File: config.mk
export PLATFORM = sky130hd
export DESIGN_NAME = branch_pc_select
export DESIGN_NICKNAME = d
export VERILOG_FILES = /design/src/rtl/branch_pc_select_pkg.sv /design/src/rtl/branch_rec_pipe.sv /design/src/rtl/branch_pc_select.sv
export SDC_FILE = /design/constraint.sdc
export NUM_CORES = 1
export LEC_CHECK = 0
export CORE_ASPECT_RATIO = 1.1
export CORE_MARGIN = 2
export CORE_UTILIZATION = 57
export CTS_CLUSTER_DIAMETER = 50
export DETAILED_ROUTE_END_ITERATION = 7
export PLACE_DENSITY = 0.82
export SYNTH_ARGS = -nofsm -noshare
export SYNTH_HDL_FRONTEND = slang
export SYNTH_SLANG_ARGS = --single-unit
File: constraint.sdc
create_clock -name clk -period 14.03 [get_ports clk]
set_clock_uncertainty 0.1 [all_clocks]
set_input_delay 1.403 -clock clk [delete_from_list [all_inputs] [get_ports clk]]
set_output_delay 1.403 -clock clk [all_outputs]
set_load 0.01 [all_outputs]
File: src/rtl/branch_pc_select_pkg.sv
`default_nettype none
// ---------------------------------------------------------------------------
// Module : branch_pc_select_pkg
// Brief  : Shared types and constants for the fetch-side branch PC selector.
// Rev    : 1.0 - initial release
// ---------------------------------------------------------------------------
package branch_pc_select_pkg;

    localparam logic [31:0] C_RESET_VECTOR = 32'h0000_0000;
    localparam logic [31:0] C_PC_INC       = 32'd4;

    typedef struct packed {
        logic        valid;
        logic        pred;
        logic [31:0] target;
        logic [31:0] fallthrough;
    } branch_rec_t;

endpackage

`default_nettype wire

File: src/rtl/branch_rec_pipe.sv
`default_nettype none
// ---------------------------------------------------------------------------
// Module : branch_rec_pipe
// Brief  : Two-slot (EX, MEM) in-flight branch record pipe with stall/flush.
// Rev    : 1.0 - initial release
// ---------------------------------------------------------------------------
module branch_rec_pipe
    import branch_pc_select_pkg::*;
(
    input  logic        clk,
    input  logic        reset,
    input  logic        i_stall,
    input  logic        i_flush,
    input  logic        i_capture,
    input  branch_rec_t i_new_rec,
    output branch_rec_t o_rec_mem
);

    branch_rec_t r_rec_ex;
    branch_rec_t r_rec_mem;

    // Flush beats stall and also drops the branch decoding in the same cycle.
    always_ff @(posedge clk or posedge reset) begin
        if (reset) begin
            r_rec_ex  <= '0;
            r_rec_mem <= '0;
        end else if (i_flush) begin
            r_rec_ex  <= '0;
            r_rec_mem <= '0;
        end else if (!i_stall) begin
            r_rec_mem <= r_rec_ex;
            r_rec_ex  <= i_capture ? i_new_rec : '0;
        end
    end

    assign o_rec_mem = r_rec_mem;

endmodule

`default_nettype wire

File: src/rtl/branch_pc_select.sv
`default_nettype none
// ---------------------------------------------------------------------------
// Module : branch_pc_select
// Brief  : Fetch PC owner; predicted-taken redirect, MEM-stage mispredict
//          recovery and saturating branch/mispredict counters.
// Rev    : 1.0 - initial release
// ---------------------------------------------------------------------------
module branch_pc_select
    import branch_pc_select_pkg::*;
#(
    parameter logic [31:0] RESET_VECTOR = C_RESET_VECTOR,
    parameter int          COUNT_W      = 16
) (
    input  logic               clk,
    input  logic               reset,
    input  logic               stall,
    input  logic               branch_decode_sig,
    input  logic [31:0]        decode_pc,
    input  logic               prediction,
    input  logic [31:0]        branch_addr,
    input  logic               branch_mem_sig,
    input  logic               actual_branch_decision,
    output logic [31:0]        pc,
    output logic               mispredict,
    output logic [31:0]        recovery_addr,
    output logic               flush_fetch,
    output logic               flush_decode_ex,
    output logic               track_error,
    output logic [COUNT_W-1:0] branch_count,
    output logic [COUNT_W-1:0] mispredict_count
);

    branch_rec_t        w_new_rec;
    branch_rec_t        w_rec_mem;
    logic               w_mispredict;
    logic [31:0]        w_recovery_addr;
    logic [31:0]        w_pc_next;
    logic               w_branch_inc;
    logic               w_track_set;
    logic [31:0]        r_pc;
    logic               r_track_error;
    logic [COUNT_W-1:0] r_branch_count;
    logic [COUNT_W-1:0] r_mispredict_count;

    assign w_new_rec = '{valid:       1'b1,
                         pred:        prediction,
                         target:      branch_addr,
                         fallthrough: decode_pc + C_PC_INC};

    branch_rec_pipe u_rec_pipe (
        .clk       (clk),
        .reset     (reset),
        .i_stall   (stall),
        .i_flush   (w_mispredict),
        .i_capture (branch_decode_sig),
        .i_new_rec (w_new_rec),
        .o_rec_mem (w_rec_mem)
    );

    assign w_mispredict    = w_rec_mem.valid & branch_mem_sig
                           & (actual_branch_decision != w_rec_mem.pred);
    assign w_recovery_addr = !w_mispredict           ? 32'h0 :
                             actual_branch_decision  ? w_rec_mem.target :
                                                       w_rec_mem.fallthrough;

    always_comb begin
        w_pc_next = r_pc + C_PC_INC;
        if (w_mispredict)
            w_pc_next = w_recovery_addr;
        else if (stall)
            w_pc_next = r_pc;
        else if (branch_decode_sig && prediction)
            w_pc_next = branch_addr;
    end

    assign w_branch_inc = (w_rec_mem.valid & branch_mem_sig & ~stall) | w_mispredict;
    // Record pipe out of step with the MEM stage: orphan resolve or dropped record.
    assign w_track_set  = (branch_mem_sig & ~w_rec_mem.valid)
                        | (w_rec_mem.valid & ~stall & ~branch_mem_sig);

    always_ff @(posedge clk or posedge reset) begin
        if (reset) begin
            r_pc               <= RESET_VECTOR;
            r_track_error      <= 1'b0;
            r_branch_count     <= '0;
            r_mispredict_count <= '0;
        end else begin
            r_pc <= w_pc_next;
            if (w_track_set)
                r_track_error <= 1'b1;
            if (w_branch_inc && (r_branch_count != '1))
                r_branch_count <= r_branch_count + COUNT_W'(1);
            if (w_mispredict && (r_mispredict_count != '1))
                r_mispredict_count <= r_mispredict_count + COUNT_W'(1);
        end
    end

    assign pc               = r_pc;
    assign mispredict       = w_mispredict;
    assign recovery_addr    = w_recovery_addr;
    assign flush_fetch      = w_mispredict | (branch_decode_sig & prediction & ~stall);
    assign flush_decode_ex  = w_mispredict;
    assign track_error      = r_track_error;
    assign branch_count     = r_branch_count;
    assign mispredict_count = r_mispredict_count;

endmodule

`default_nettype wire

## Word level (Yosys, flattened, before mapping)

Cells that the tools add are included.

| storage, ports and cells | value |
|---|---|
| flip-flop bits (word level) | 197 |
| input bits | 71 |

| operators by class | value |
|---|---|
| bitwise gates (word level) | 14 |
| reductions and logical operators | 3 |
| equality and inequality tests | 4 |
| $add $sub $neg | 4 |
| mux-type cells | 10 |

Operator list:

| operator | number |
|---|---|
| 66-bit 2-to-1 mux | 5 |
| 32-bit 2-to-1 mux | 5 |
| 32-bit by 3-bit adder with 32-bit output, second input constant | 2 |
| 16-bit by 1-bit adder with 16-bit output, second input constant | 2 |
| 16-bit != test, second input constant | 2 |
| 1-bit AND | 8 |
| 1-bit logical AND | 3 |
| 1-bit NOT | 3 |
| 1-bit OR | 3 |
| 2-bit by 1-bit != test with 1-bit output, second input constant | 1 |
| 1-bit != test | 1 |

## Longest topological paths before layout

| logic depth | value |
|---|---|
| depth after elaboration | 4 |
| gate-level depth with buffers | 11 |

## Modules after synthesis

From an unflattened synthesis, not the netlist that was laid out.

| unflattened totals | value |
|---|---|
| cell total of the unflattened synthesis | 1061 |
| area, all modules | 10416.2 um^2 |

Modules (own cells, without submodules):

| module | cells each | instances | area each (um^2) | seq. area each (um^2) |
|---|---|---|---|---|
| branch_rec_pipe | 507 | 1 | 5635.4 | 3303.2 |
| branch_pc_select | 554 | 1 | 4780.8 | 1626.6 |

## Worst setup path before layout

Ideal clock, no wire load.

| path | value |
|---|---|
| path kind | input port to output port |
| start point | input actual_branch_decision |
| end point | output mispredict |
| setup slack | 9.673 ns |
| cell stages on the path | 9 |
| arrival time | 2.854 ns |
| path buffers | 6 |
| cells stage by stage | buf_6 > xnor2_4 > or2_1 > buf_6 > inv_4 > buf_6 > clkbuf_1 > buf_2 > buf_4 |

| on the way | value |
|---|---|
| cells in the longest elaborated chain, start to end | 2 |

Ends and longest elaborated chain:

| what | RTL line | RTL |
|---|---|---|
| start, declared | branch_pc_select.sv:22 | `input logic actual_branch_decision,` |
| 1-bit != test | branch_pc_select.sv:61 | `& (actual_branch_decision != w_rec_mem.pred);` |
| 1-bit AND | branch_pc_select.sv:61 |  |
| end, declared | branch_pc_select.sv:24 | `output logic mispredict,` |

No other way between the ends.

==> reports/results.ini <==
[synthesis]
synth_cell_type_count = 63
syn_inst = 950
ys_ff_latch = 197
synth.top_cell.area_share = 0.507
ys_seq_area_frac = 0.507
synth_flop_cell = dfrtp_1
async_flop_share = 1.00
ys.warnings.count = 0
syn_nets = 1025
synth_area_leaders = dfrtp_1 (51%), mux2i_1 (9.9%), nor2_1 (4.7%)
syn_area_per_cell_um2 = 10.2
netlist_area_mm2 = 0.00972
post-synth-top-area-cell = dfrtp_1
synth_edf_count = 0

[place]
port_buffers = 170
place.gp.congestion = 0.913
dp_hpwl_um = 17000
place_ws_ps = 7910

[min_path]
hold_path.class = reg -> reg

[detailed_routing]
ant_nets = 0
wirelength_um = 24900
via_per_inst = 6.16
dr.pass1.iters = 8
num_vias = 8071
first_iter_violations = 953
avgRoutedWirePerCell_um = 19.0
drc_errors = 0

[floorplan]
die_y_um = 141
initial_core_util = 0.576
rows = 50
dieArea_mm2 = 0.0181
pin_count = 171
core_region_area_mm2 = 0.0169
die_x_um = 129

[outcome]
status = complete, no violations

[global_route]
grt_pass1_vias = 7597
grt_max_degree = 128
grt_pass1_wl_um = 39900
antenna_found_initial = 0
track_usage = 0.280
grt-ovfl-total = 0

[power_and_ir_drop]
ir_drop_uv = 90.3
p_seq_frac = 0.481
swShare = 0.314
p_int_uw = 1060
clock_power_share = 0.296
p_comb_frac = 0.223
p_per_area_mw_per_mm2 = 128
p_sw_uw = 485
p_leak_uw = 0.00529

[layout]
area_growth_pct = 23.8
final_util = 0.712
layout_commonest_cell = dfrtp_1
drive_above_1_share = 0.0535
n_antenna_cell = 0
fin_nets = 1164
final_cell_mix = dfrtp_1 (197), clkdlybuf4s50_1 (168), nor2_1 (123)

[clock_tree]
clk_pin_slew_ps = 70
h-tree-depth = 4
cts_made_buffers = 17
cts_resized = 0
cts-root-buf = clkbuf_16
cts-hold-fix-buffers = 0
post_cts_buffers = 0
clock_sinks = 197
clockBufferDepth = 2
tritoncts = built
clock_latency_ps = 440

[timing]
layout_setup_ws_ps = 7860
period_share = 0.440
tns_ps = 0
rsz0062_at_grt = false
fin_hold_ws_ps = 380
worstMarginPinSlew_ps = 1080
min_period_ps = 6170
clock.fmax_mhz = 162
slew_headroom = 0.272
setup_viol = 0
drv_slew = 0
hold_viol = 0

[critical_path]
cp.arrival_ps = 4670
crit_type = in -> out
crit_required_ps = 12530
crit_path_start_kind = input pin
crit_path_end_kind = output pin
cp_max_fo = 55

[run]
max-cap-violations = 0

==> final cells by class <==
class                   instances  area [µm²]
clock inverters                14         119
well taps                     208         260
inverters                      13        58.8
clock buffers                  18         429
repair buffers                179        1760
multi-input cells             681        4480
fillers                      1247        4860
flip-flops and latches        197        4930
==> metrics by stage <==
stage / cells / cell area (µm²) / power [µW]
after CTS: 1310 / 12000 / 1550
after global routing: 1310 / 12000 / 1610
after detailed placement: 1278 / 11500 / 1090
after floorplan: 950 / 9720 / 917
after global placement: 1278 / 11500 / 1080
final: 1310 / 12000 / 1540
==> worst paths after layout <==
check,start,cells after the start,slack [ps],end
max,branch_mem_sig,8,7860,recovery_addr[23]
min,u_rec_pipe.r_rec_ex[25],2,380,u_rec_pipe.r_rec_ex[25]
max reg2reg,u_rec_pipe.o_rec_mem[64],9,10040,pc[12]
min reg2reg,u_rec_pipe.r_rec_ex[25],2,380,u_rec_pipe.r_rec_ex[25]
max in group asynchronous,reset,3,10970,u_rec_pipe.o_rec_mem[24]
min in group asynchronous,reset,2,1450,u_rec_pipe.o_rec_mem[41]
==> power groups by stage <==
stage / logic, µW / registers [µW] / clock network, µW
2_1_floorplan: 178 / 740 / 0
3_3_place_gp: 333 / 743 / 0
3_5_place_dp: 341 / 749 / 0
4_1_cts: 344 / 740 / 462
5_1_grt: 376 / 753 / 486
6_report: 344 / 743 / 457
==> routing by layer <==
metal  up-vias  track usage  share of wire
met1      3886        0.402           0.43
li1       3708            -              -
met4         0        0.118          0.034
met5         -            0              0
met3        73       0.0501          0.080
met2       404        0.421           0.46
==> cell families after synthesis <==
kind of cell / after synthesis / share of synthesized area
fa+ha+maj: 4 / 0.00515
compound gates: 179 / 0.127
xor+xnor: 65 / 0.0605
simple gates: 334 / 0.164
mux: 99 / 0.102
buf+inv: 72 / 0.0332
flops: 197 / 0.507
==> registers in the layout, summed over array words and instances, names as in the netlist <==
register / flops
branch_count: 16
mispredict_count: 16
u_rec_pipe.o_rec_mem: 66
u_rec_pipe.r_rec_ex: 66
pc: 32
track_error: 1
==> Yosys cell counts (all sizes together), types with 2 or more instances <==
cell     instances
xor2            32
nor2           124
or2              2
o221ai           5
o32a             5
mux2i           96
a2111oi          2
o21ai           50
or4              2
inv             13
a22o            35
a211oi           2
clkbuf          29
o21bai           4
dfrtp          197
and3            19
nor3            15
nor4             9
xnor2           33
mux2             3
nand4bb          2
o31a             2
buf             30
and4             3
a311o            2
or3              2
nand3b           9
o211ai           4
a2bb2oi          3
nand4           33
nand2           67
a221oi           5
a31oi           15
and2             9
ha               4
a21oi           31
o31ai            2
nand3           36
a311oi           2
==> worst max-delay path, stage by stage <==
cell,delay [ps]
clkdlybuf4s50_1,550
nand2_1,280
or2_2,360
buf_4,320
inv_4,340
buf_4,590
and2_1,250
clkdlybuf4s50_1,540
No activity file was read; power rests on OpenSTA's default activity.
